$ cat src/rtl/duty_ramp.sv
// duty_ramp: triangle-wave duty-cycle generator for the LED-breathing path.
// It steps a WIDTH-bit level up to full scale, optionally holds there, steps back
// down to 0, optionally holds there, and repeats. Each step is one accepted tick.
// Optional feature macro: DUTY_RAMP_GAMMA_EN. When it is defined, the output is
// squared for perceptual brightness and every output gains one cycle of latency.
module duty_ramp #(
    parameter int WIDTH    = 8,
    parameter int HOLD_TOP = 0,
    parameter int HOLD_BOT = 0
) (
    input  logic             clk,
    input  logic             nRst,
    input  logic             enable,
    input  logic             tick,
    output logic [WIDTH-1:0] dutyCycle,
    output logic             dir,
    output logic             peak,
    output logic             trough
);

    localparam int HOLD_MAX = (HOLD_TOP > HOLD_BOT) ? HOLD_TOP : HOLD_BOT;
    localparam int HCW      = (HOLD_MAX > 0) ? $clog2(HOLD_MAX + 1) : 1;

    localparam logic [WIDTH-1:0] MAX          = '1;
    localparam logic [WIDTH-1:0] ZERO         = '0;
    localparam logic [HCW-1:0]   HOLD_TOP_CNT = HCW'(HOLD_TOP);
    localparam logic [HCW-1:0]   HOLD_BOT_CNT = HCW'(HOLD_BOT);
    localparam logic [HCW-1:0]   HOLD_LAST    = HCW'(1);

    typedef enum logic [1:0] {
        UP      = 2'd0,
        HOLD_HI = 2'd1,
        DOWN    = 2'd2,
        HOLD_LO = 2'd3
    } rampState_t;

    rampState_t       state;
    logic [WIDTH-1:0] level;
    logic [HCW-1:0]   holdCnt;
    logic             dirR;
    logic             peakR;
    logic             troughR;

    logic             accept;
    logic [WIDTH-1:0] levelInc;
    logic [WIDTH-1:0] levelDec;

    assign accept   = tick & enable;
    assign levelInc = level + WIDTH'(1);
    assign levelDec = level - WIDTH'(1);

    // Ramp state machine: level, hold counter, direction and turnaround pulses.
    always_ff @(posedge clk or negedge nRst) begin
        if (!nRst) begin
            state   <= UP;
            level   <= '0;
            holdCnt <= '0;
            dirR    <= 1'b1;
            peakR   <= 1'b0;
            troughR <= 1'b0;
        end else begin
            peakR   <= 1'b0;
            troughR <= 1'b0;
            if (accept) begin
                case (state)
                    UP: begin
                        level <= levelInc;
                        if (levelInc == MAX) begin
                            peakR <= 1'b1;
                            if (HOLD_TOP == 0) begin
                                state <= DOWN;
                                dirR  <= 1'b0;
                            end else begin
                                state   <= HOLD_HI;
                                holdCnt <= HOLD_TOP_CNT;
                            end
                        end
                    end
                    HOLD_HI: begin
                        holdCnt <= holdCnt - HCW'(1);
                        if (holdCnt == HOLD_LAST) begin
                            state <= DOWN;
                            dirR  <= 1'b0;
                        end
                    end
                    DOWN: begin
                        level <= levelDec;
                        if (levelDec == ZERO) begin
                            troughR <= 1'b1;
                            if (HOLD_BOT == 0) begin
                                state <= UP;
                                dirR  <= 1'b1;
                            end else begin
                                state   <= HOLD_LO;
                                holdCnt <= HOLD_BOT_CNT;
                            end
                        end
                    end
                    HOLD_LO: begin
                        holdCnt <= holdCnt - HCW'(1);
                        if (holdCnt == HOLD_LAST) begin
                            state <= UP;
                            dirR  <= 1'b1;
                        end
                    end
                    default: begin
                        state <= UP;
                        dirR  <= 1'b1;
                    end
                endcase
            end
        end
    end

`ifdef DUTY_RAMP_GAMMA_EN
    // Square in 2*WIDTH bits; adding MAX before the shift keeps 1 -> 1 and MAX -> MAX.
    logic [2*WIDTH-1:0] levelSq;

    assign levelSq = ({{WIDTH{1'b0}}, level} * {{WIDTH{1'b0}}, level})
                   + {{WIDTH{1'b0}}, MAX};

    // Output stage: registered gamma value, with the flags delayed to stay aligned.
    always_ff @(posedge clk or negedge nRst) begin
        if (!nRst) begin
            dutyCycle <= '0;
            dir       <= 1'b1;
            peak      <= 1'b0;
            trough    <= 1'b0;
        end else begin
            dutyCycle <= levelSq[2*WIDTH-1:WIDTH];
            dir       <= dirR;
            peak      <= peakR;
            trough    <= troughR;
        end
    end
`else
    // Linear output: the level register drives the PWM input directly.
    assign dutyCycle = level;
    assign dir       = dirR;
    assign peak      = peakR;
    assign trough    = troughR;
`endif

endmodule

$ cat config.mk
export PLATFORM = sky130hd
export DESIGN_NAME = duty_ramp
export DESIGN_NICKNAME = d
export VERILOG_FILES = /design/src/rtl/duty_ramp.sv
export SDC_FILE = /design/constraint.sdc
export NUM_CORES = 1
export LEC_CHECK = 0
export BUFFER_PORTS_ARGS = -buffer_cell sky130_fd_sc_hd__buf_2
export CAP_MARGIN = 10
export CELL_PAD_IN_SITES_DETAIL_PLACEMENT = 1
export CELL_PAD_IN_SITES_GLOBAL_PLACEMENT = 1
export CORE_ASPECT_RATIO = 0.6
export CORE_MARGIN = 4
export CORE_UTILIZATION = 37
export DETAILED_ROUTE_END_ITERATION = 8
export GPL_TIMING_DRIVEN = 0
export MAX_ROUTING_LAYER = met4
export PLACE_DENSITY_LB_ADDON = 0.08
export RECOVER_POWER = 100
export SLEW_MARGIN = 15
export SYNTH_ARGS = -nofsm -noshare
export SYNTH_HDL_FRONTEND = slang
export SYNTH_SLANG_ARGS = --single-unit
export TNS_END_PERCENT = 10
$ cat constraint.sdc
create_clock -name clk -period 1.7 [get_ports clk]
set_input_delay 0.34 -clock clk [delete_from_list [all_inputs] [get_ports clk]]
set_output_delay 0.34 -clock clk [all_outputs]
set_load 0.05 [all_outputs]
# After elaboration in Yosys (flattened, before gate mapping)
# Index checks and enable logic that the tools add are counted.
# classes
add_sub_neg	3
multipliers	0
div_mod_pow	0
order_cmp	0
eq_ne	8
shifts	0
muxes	18
bitwise_logic	2
n_reduce_logical	8
# op_table
op	count
one-hot mux 8 bit (2 select lines)	1
2-to-1 mux 1 bit	11
adder 8 x 1 -> 8 bit, second input constant	1
== test 8 bit, second input constant	1
zero test 8 bit	1
2-to-1 mux 2 bit	4
inequality test 2 bit, second input constant	4
one-hot mux 2 bit (4 select lines)	1
subtractor 8 x 1 -> 8 bit, second input constant	1
AND reduction 5 bit	1
== test 2 bit, second input constant	2
one-hot mux 1 bit (4 select lines)	1
AND reduction 2 bit	2
OR reduction 2 bit	2
== test 2 x 1 -> 1 bit, second input constant	1
zero test 2 bit	1
nonzero test 2 bit	1
bitwise AND 1 bit	1
inverter 1 bit	1
subtractor 1 bit, second input constant	1
# totals
regBits	14
latchBits	0
ramBits	0
romBits	0
out_inout_bits	11
word_cells	45
memories	0

# Logic depth before layout (Yosys ltp)
# Gate-level depths: netlist of the first run.
# depth
word_depth	5
depth_mapped	8
ltp_nobuf	7

# Least setup slack after synthesis of the first run
# OpenSTA, ideal clock, no wires.
# synth_path
kind	reg-to-reg
startpoint	reg level[0] (netlist: dutyCycle[0])
endpoint	reg state[1]
arrival_ps	1981
required_time_ps	1566
setup_slack_ps	-415
path_stages_with_launch	9
path_buffers	1
path_cell_list	dfrtp_1 buf_2 inv_1 ha_1 nand2_1 nor4b_4 a21oi_2 a2111oi_4 o21ai_1
# synth_between
elab_chain_len	4
# synth_rtl
item	line_no	text
from (decl)	38	logic [WIDTH-1:0] level;
from (signal assigned)	67	level <= levelInc;
from (signal assigned)	87	level <= levelDec;
adder 8 x 1 -> 8 bit / subtractor 8 x 1 -> 8 bit (equally long branches)	49, 50	
== test 8 bit / zero test 8 bit (equally long branches)	68, 88	
inequality test 2 bit (no source line)	n/a	
AND reduction 5 bit (no source line) *	n/a	
to (signal assigned)	55	state <= UP;
to (signal assigned)	71	state <= DOWN;
to (signal assigned)	74	state <= HOLD_HI;
to (decl)	37	rampState_t state;
# Mark *: on every way between the ends. The rest lies on a longest branch, timed or not.
# A chain may end at the register's enable or synchronous reset.

# Final worst setup path of the first run
# Same ends and word-level chain as after synthesis.

==> results.md, run 1 <==
* Result of the run: finished with violations
* Failing checks: negative setup slack
* Later-pin clock latency in the skew report at 0.25 ns
* DIE AREA at 3160 sq um
* Cell Area, Synth at 851 sq um
* Logic depth of the worst register-to-register path at 8
* Final routed wire length divided by cell count at 16.1 microns
* CTS tree: built
* Period utilization at 100%
* Max-cap violations at 0
* Post-layout nets at 120
* Startpoint kind of the worst setup timing path: flop
* Post-synthesis sequential element count at 12
* Die boundary height at 45.1 microns
* Number of endpoints failing setup at the final stage at 1
* Synthesized netlist net count at 98
* Reg-to-reg endpoint: state[1]$_DFFE_PN0P_
* Hold Path Depth at 3
* Post-synth EDFFs at 0
* Unrepaired setup endpoints after global routing: true
* Number of levels the H-tree was split into at 1
* Portion of netlist area occupied by mux cells at 0%
* Arrival time of the worst setup path at 1.82 ns
* Post-CTS clock slew at the launch and capture registers of the worst setup and hold paths at 0.05 ns
* Largest family of logic cells by synthesized area: simple AND/OR/NAND/NOR gates
* Antenna fix cells at 0
* Type of the most critical hold path: in2reg
* Fin util at 48.6%
* Unique masters post-synth at 35
* Max Clock Freq at 588 MHz
* Post-route cell area at 1060 sq um
* Pins over their slew limit at 0
* Clock buffer count from CTS at 3
* Power density normalized to cell area at 2280 nW/um^2
* WL final at 2270 microns
* Top Ports at 15
* Initial DRC Count at 52
* Post-synthesis simple-gate area fraction at 26.3%
* Actual transition at the worst max-transition pin at 0.696 ns
* Post-layout min period at 1.70 ns
* Remaining global-route overflow at 0
* Setup_tns at -0.00204 ns
* Async set-reset flop share out of synthesis at 100%
* Leakage power total at 0.428 nW
* Placeable Area at 2180 sq um
* FF-to-FF setup slack at -0.002 ns
* Worst vdd ir at 948 uV
* Number of optimization iterations in the first detailed-route pass at 4
* Fill cell instance count of the final layout at 271
* Num rows at 13
* Max clock buf depth at 2
* Share of final-layout standard cells stronger than drive strength 1 at 30.6%
* Sink of the worst hold path: dutyCycle[6]$_DFFE_PN0P_
* Sequential element share of the synthesized area at 35.4%
* Syn avg cell area at 9.45 sq um
* DP Wirelength at 1610 microns
* Power Total at 2.42 mW
* Origin of the worst min-delay path: enable
* Final estimated routing congestion in global placement at 0.823
* CP Capture Type: flop
* Initial antenna violation count at 0
* Warnings from Yosys at 0
* CTS sink cnt at 12
* Overall routing resource usage at 15.8%
* Slowest stage delay, CP at 0.41 ns
* Port Buffers at 14
* Post-Synthesis Cells at 90
* Crit path kind: reg2reg
* Growth of design area from synthesis to finish at 24.4%
* WHS at 0.375 ns
* Smallest setup slack after layout at -0.00204 ns
* Share of the synthesized area in compound gates (AO/OA/AOI/OAI) at 15.4%
* Via count of the first global-routing pass at 725
* Vias after detailed routing at 748
* Area share of xor/xnor cells in the synthesized design at 11.3%
* Max_slew headroom at 53.6%
* Clock tree skew after final layout at 0.00261 ns
* Worst path required time at 1.82 ns
* Cell chosen for the clock root: sky130_fd_sc_hd__clkbuf_8
* Maximum number of pins on one net before global-route repair at 13
* Worst-path cell chain: buf_6, inv_4, ha_4, nand2_4, nor4b_4, a21oi_2, a2111oi_4, o21ai_1
* Starting utilization of the core area at 39.0%
* Die X at 69.9 microns
* Critical path peak fanout at 7
* # DRC at 0
* Via density at 5.30
* Antenna Nets Post-Route at 0
* Standard cell with the maximum stage delay on the critical path: sky130_fd_sc_hd__dfrtp_2
* Hold Violations, Final at 0
* First-pass GRT wire length at 3570 microns
* Reg-to-reg startpoint: dutyCycle[0]$_DFFE_PN0P_
* DP Area at 985 sq um
* Most used flip-flop cell after synthesis: sky130_fd_sc_hd__dfrtp_1
* Arithmetic-cell share of the synthesized area counting full adders, half adders and majority gates at 5.88%
[synthesized netlist by cell type (2+ instances only)]
cell type	instances	share of area [%]
sky130_fd_sc_hd__dfrtp_1	11	32
sky130_fd_sc_hd__nor2_1	9	4.0
sky130_fd_sc_hd__a21oi_1	7	4.1
sky130_fd_sc_hd__nand3_1	7	4.1
sky130_fd_sc_hd__xor2_1	6	6.2
sky130_fd_sc_hd__xnor2_1	5	5.1
sky130_fd_sc_hd__buf_2	4	2.4
sky130_fd_sc_hd__ha_1	4	5.9
sky130_fd_sc_hd__nand2_1	4	1.8
sky130_fd_sc_hd__inv_1	3	1.3
sky130_fd_sc_hd__o21ai_1	3	1.8
sky130_fd_sc_hd__nand3b_1	2	1.8
sky130_fd_sc_hd__nand4_1	2	1.5
sky130_fd_sc_hd__nor3_1	2	1.2
[layer usage]
metal / wire length (microns) / global-route usage (%) / part of all wire, % / vias to the layer above
met5: 0 / - / 0 / -
met4: 40 / 5.73 / 1.8 / 0
met3: 152 / 6.00 / 6.7 / 5
met2: 1010 / 22.9 / 44 / 22
met1: 1070 / 20.2 / 47 / 364
li1: - / - / - / 357
[how the worst max path moves through the flow]
stage,from,to,cells past startpoint
2_1_floorplan,dutyCycle[0]$_DFFE_PN0P_,state[1]$_DFFE_PN0P_,8
3_3_place_gp,dutyCycle[1]$_DFFE_PN0P_,state[1]$_DFFE_PN0P_,7
3_5_place_dp,dutyCycle[0]$_DFFE_PN0P_,state[1]$_DFFE_PN0P_,8
4_1_cts,dutyCycle[0]$_DFFE_PN0P_,state[1]$_DFFE_PN0P_,8
5_1_grt,dutyCycle[0]$_DFFE_PN0P_,state[1]$_DFFE_PN0P_,8
6_report,dutyCycle[0]$_DFFE_PN0P_,state[1]$_DFFE_PN0P_,8
[kinds of logic (layout without fill, tap and decap cells)]
kind of cell | count (synthesis) | after routing
adders and majority gates | 4 | 4
and+or+nand+nor | 35 | 35
buffers and inverters | 10 | 31
AOI/OAI and AO/OA | 18 | 18
DFF | 12 | 12
xor gates and xnor gates | 11 | 11
[layout make-up]
cell class | count | area (sq um) | area share [%]
clock buffer | 4 | 55.1 | 5.20
sequential | 12 | 307 | 29.0
buffer | 6 | 38.8 | 3.66
timing repair buffer | 17 | 83.8 | 7.92
multi-input combinational | 68 | 519 | 49.1
tap | 30 | 37.5 | 3.55
inverter | 4 | 17.5 | 1.65
[worst max-delay path: cells and delay by family, from the launching register on]
family                   cells  cell delay [ns]
AO/OA/AOI/OAI                3             0.51
flip-flops                   1             0.41
AND/OR/NAND/NOR              2             0.29
buffers and inverters        2             0.21
adder cells (fa/ha/maj)      1             0.16
[timing repair]
item | 4_1_cts | 5_1_grt
endpoints found under the hold margin | 11 | 0
gates resized for setup | 2 | 3
setup endpoints to repair | 3 | 4
hold buffers | 1 | 0
setup buffers | 2 | 0
pin swaps | 1 | 1
[power breakdown]
part           total (mW)  switching, mW  internal, mW  leakage [nW]
Clock               0.318          0.113         0.205        0.0288
Sequential          0.549          0.129         0.420         0.142
Combinational        1.55           1.06         0.487         0.257
[cell usage in the layout (no fill, tap or decap), types with 2 or more instances in the layout]
cell	netlist	layout
sky130_fd_sc_hd__clkbuf_2	1	4
sky130_fd_sc_hd__nand4_1	2	2
sky130_fd_sc_hd__ha_1	4	2
sky130_fd_sc_hd__nand3_1	7	8
sky130_fd_sc_hd__nor2_1	9	9
sky130_fd_sc_hd__nand3b_1	2	2
sky130_fd_sc_hd__dfrtp_1	11	7
sky130_fd_sc_hd__a21oi_1	7	7
sky130_fd_sc_hd__buf_4	1	3
sky130_fd_sc_hd__xor2_1	6	6
sky130_fd_sc_hd__nand2_1	4	3
sky130_fd_sc_hd__nor3_1	2	2
sky130_fd_sc_hd__buf_2	4	5
sky130_fd_sc_hd__dfrtp_2	0	4
sky130_fd_sc_hd__o21ai_1	3	3
sky130_fd_sc_hd__xnor2_1	5	5
sky130_fd_sc_hd__inv_2	1	2
sky130_fd_sc_hd__clkbuf_8	0	4
sky130_fd_sc_hd__clkbuf_1	0	9
[flip-flops by register name, indices dropped and copies added, names as in the netlist]
signal / count
trough: 1
state: 1
dir: 1
dutyCycle: 8
peak: 1
[through the flow]
stage                     cells  setup WS (ns)
after detailed placement    134         -0.101
final                       141       -0.00204
after global placement      134        -0.0493
after CTS                   141        -0.0679
after global routing        141        -0.0745
after floorplan              90        -0.0945
No activity file was read; power rests on OpenSTA's default activity.
==> run 2: changes to the inputs <==
--- a/config.mk
+++ b/config.mk
@@ -8,10 +8,10 @@
 export BUFFER_PORTS_ARGS = -buffer_cell sky130_fd_sc_hd__buf_2
 export CAP_MARGIN = 10
 export CELL_PAD_IN_SITES_DETAIL_PLACEMENT = 1
-export CELL_PAD_IN_SITES_GLOBAL_PLACEMENT = 1
+export CELL_PAD_IN_SITES_GLOBAL_PLACEMENT = 2
 export CORE_ASPECT_RATIO = 0.6
 export CORE_MARGIN = 4
-export CORE_UTILIZATION = 37
+export CORE_UTILIZATION = 35
 export DETAILED_ROUTE_END_ITERATION = 8
 export GPL_TIMING_DRIVEN = 0
 export MAX_ROUTING_LAYER = met4
==> constraint.sdc (replaced) <==
create_clock -name clk -period 2.1 [get_ports clk]
set_input_delay 0.42 -clock clk [delete_from_list [all_inputs] [get_ports clk]]
set_output_delay 0.42 -clock clk [all_outputs]
set_load 0.05 [all_outputs]
==> run 2 against run 1 <==
Compared with the run above: the flow now finishes without violations; first-iteration DRC count down 58%; worst setup slack better by 0.17 ns; final cell count down 2.1%; largest cell class unchanged.
==> results.md, run 2 (same netlist as run 1, synthesis figures left out) <==
* Initial DRC Count at 22
* WL final at 2240 microns
* Later-pin clock latency in the skew report at 0.24 ns
* Startpoint kind of the worst setup timing path: flop
* First-pass GRT wire length at 3790 microns
* Number of endpoints failing setup at the final stage at 0
* DIE AREA at 3310 sq um
* Clock buffer count from CTS at 3
* Placeable Area at 2240 sq um
* Critical path peak fanout at 7
* Via density at 5.25
* Register with the highest flop count: dutyCycle
* Antenna Nets Post-Route at 0
* Via count of the first global-routing pass at 767
* Sequential cell area at 303 sq um
* Fin util at 45.0%
* Top Ports at 15
* Number of levels the H-tree was split into at 1
* Net Switching at 1.03 mW
* Worst path required time at 2.22 ns
* Multi-input gate area in the final layout at 514 sq um
* Final routed wire length divided by cell count at 16.2 microns
* Combinational fraction of design power at 62.6%
* Max clock buf depth at 2
* Post-layout nets at 117
* DP Wirelength at 1680 microns
* Number of optimization iterations in the first detailed-route pass at 3
* Maximum number of pins on one net before global-route repair at 13
* Top library cells by usage in the layout, fill and taps aside: 13 x sky130_fd_sc_hd__clkbuf_1, 10 x sky130_fd_sc_hd__dfrtp_1, 9 x sky130_fd_sc_hd__nor2_1, 7 x sky130_fd_sc_hd__a21oi_1, 7 x sky130_fd_sc_hd__nand3_1
* Post-layout min period at 1.93 ns
* Hold Violations, Final at 0
* Unrepaired setup endpoints after global routing: false
* Fill cell instance count of the final layout at 274
* Remaining global-route overflow at 0
* Most frequent standard cell in the layout excluding fill and tap cells: sky130_fd_sc_hd__clkbuf_1
* Leakage power total at 0.395 nW
* CP Capture Type: flop
* Growth of design area from synthesis to finish at 18.8%
* Type of the most critical hold path: in2async
* Result of the run: finished clean
* Pre-CTS setup slack at -0.0360 ns
* Num rows at 13
* Port Buffers at 14
* Hold-fix buffer count after cts at 0
* FF-to-FF setup slack at 0.17 ns
* Arrival time of the worst setup path at 2.05 ns
* Die boundary height at 46.2 microns
* Worst vdd ir at 775 uV
* Cell chosen for the clock root: sky130_fd_sc_hd__clkbuf_8
* Starting utilization of the core area at 37.9%
* Post-CTS clock slew at the launch and capture registers of the worst setup and hold paths at 0.06 ns
* Crit path kind: reg2reg
* Switching portion of total power at 54.9%
* Period utilization at 91.8%
* DP Area at 960 sq um
* Max Clock Freq at 518 MHz
* Power Total at 1.87 mW
* Overall routing resource usage at 15.8%
* CTS tree: built
* Sequential group share of total power at 23.6%
* Final estimated routing congestion in global placement at 0.740
* Max_slew headroom at 52.2%
* CTS sink cnt at 12
* Initial antenna violation count at 0
* Smallest setup slack after layout at 0.171 ns
* # DRC at 0
* Die X at 71.7 microns
* WHS at 0.202 ns
* Post-route cell area at 1010 sq um
* Clock tree skew after final layout at 0.000486 ns
* Internal power at 0.845 mW
* Reg-to-reg startpoint: dutyCycle[0]$_DFFE_PN0P_
* Actual transition at the worst max-transition pin at 0.716 ns
* Max FFs per register at 8
* Reg-to-reg endpoint: state[1]$_DFFE_PN0P_
* Share of final-layout standard cells stronger than drive strength 1 at 20.4%
* Clock network power share at 13.8%
* Vias after detailed routing at 724
* Max-cap violations at 0
* Pins over their slew limit at 0
* Power density normalized to cell area at 1850 nW/um^2
* Antenna fix cells at 0
* Logic depth of the worst register-to-register path at 8
-- run 2: changes by cell type in the layout (fill, tap and decap cells not counted), moves of 2 or more --
cell	before	now
sky130_fd_sc_hd__dfrtp_1	7	10
sky130_fd_sc_hd__clkbuf_1	9	13
sky130_fd_sc_hd__buf_4	3	1
sky130_fd_sc_hd__clkbuf_2	4	1
sky130_fd_sc_hd__inv_1	1	3
sky130_fd_sc_hd__dfrtp_2	4	1
-- run 2: power by group through the flow --
stage	Combinational, mW	Sequential (mW)	Clock [mW]
finish	1.17	0.443	0.259
global route	1.27	0.461	0.282
CTS	1.18	0.440	0.266
floorplan	0.617	0.733	0
global placement	1.15	0.435	0
detailed placement	1.17	0.444	0
-- run 2: critical path: stages (launching register included) --
cell	delay [ns]
sky130_fd_sc_hd__dfrtp_2	0.42
sky130_fd_sc_hd__buf_2	0.18
sky130_fd_sc_hd__inv_1	0.13
sky130_fd_sc_hd__ha_4	0.20
sky130_fd_sc_hd__nand2_1	0.10
sky130_fd_sc_hd__nor4b_4	0.24
sky130_fd_sc_hd__a21oi_2	0.07
sky130_fd_sc_hd__a2111oi_4	0.37
sky130_fd_sc_hd__o21ai_1	0.09
-- run 2: layer usage --
layer / up-vias / global-route usage [%] / part of all wire, %
met5: - / - / 0
met4: 0 / 3.75 / 0.49
met3: 2 / 4.14 / 4.1
met2: 11 / 24.8 / 45
met1: 360 / 20.5 / 51
li1: 351 / - / -
-- run 2: cell type report --
class                      count  area share, %
inverter                       4           1.49
tap                           30           3.71
clock buffer                   4           5.45
timing repair buffer          14           5.45
buffer                         6           3.09
sequential                    12           30.0
multi-input combinational     68           50.9
-- run 2: worst max path at each step --
stage                                        start                   end  depth (start not counted)
after floorplan           dutyCycle[1]$_DFFE_PN0P_  state[1]$_DFFE_PN0P_                          7
after global placement    dutyCycle[0]$_DFFE_PN0P_  state[1]$_DFFE_PN0P_                          8
after detailed placement  dutyCycle[0]$_DFFE_PN0P_  state[1]$_DFFE_PN0P_                          8
after CTS                 dutyCycle[0]$_DFFE_PN0P_  state[1]$_DFFE_PN0P_                          8
after global routing      dutyCycle[0]$_DFFE_PN0P_  state[1]$_DFFE_PN0P_                          8
final                     dutyCycle[0]$_DFFE_PN0P_  state[1]$_DFFE_PN0P_                          8
-- run 2: through the flow --
step,std cells,setup TNS [ns]
3_5_place_dp,134,-0.0360
5_1_grt,138,0
2_1_floorplan,90,0
6_report,138,0
3_3_place_gp,134,0
4_1_cts,138,0
-- run 2: repair_timing --
action / CTS / global route
setup endpoints to repair: 2 / 2
setup buffers: 0 / 0
pin swaps: 0 / 1
cloned: 0 / 0
resized for setup: 1 / 1
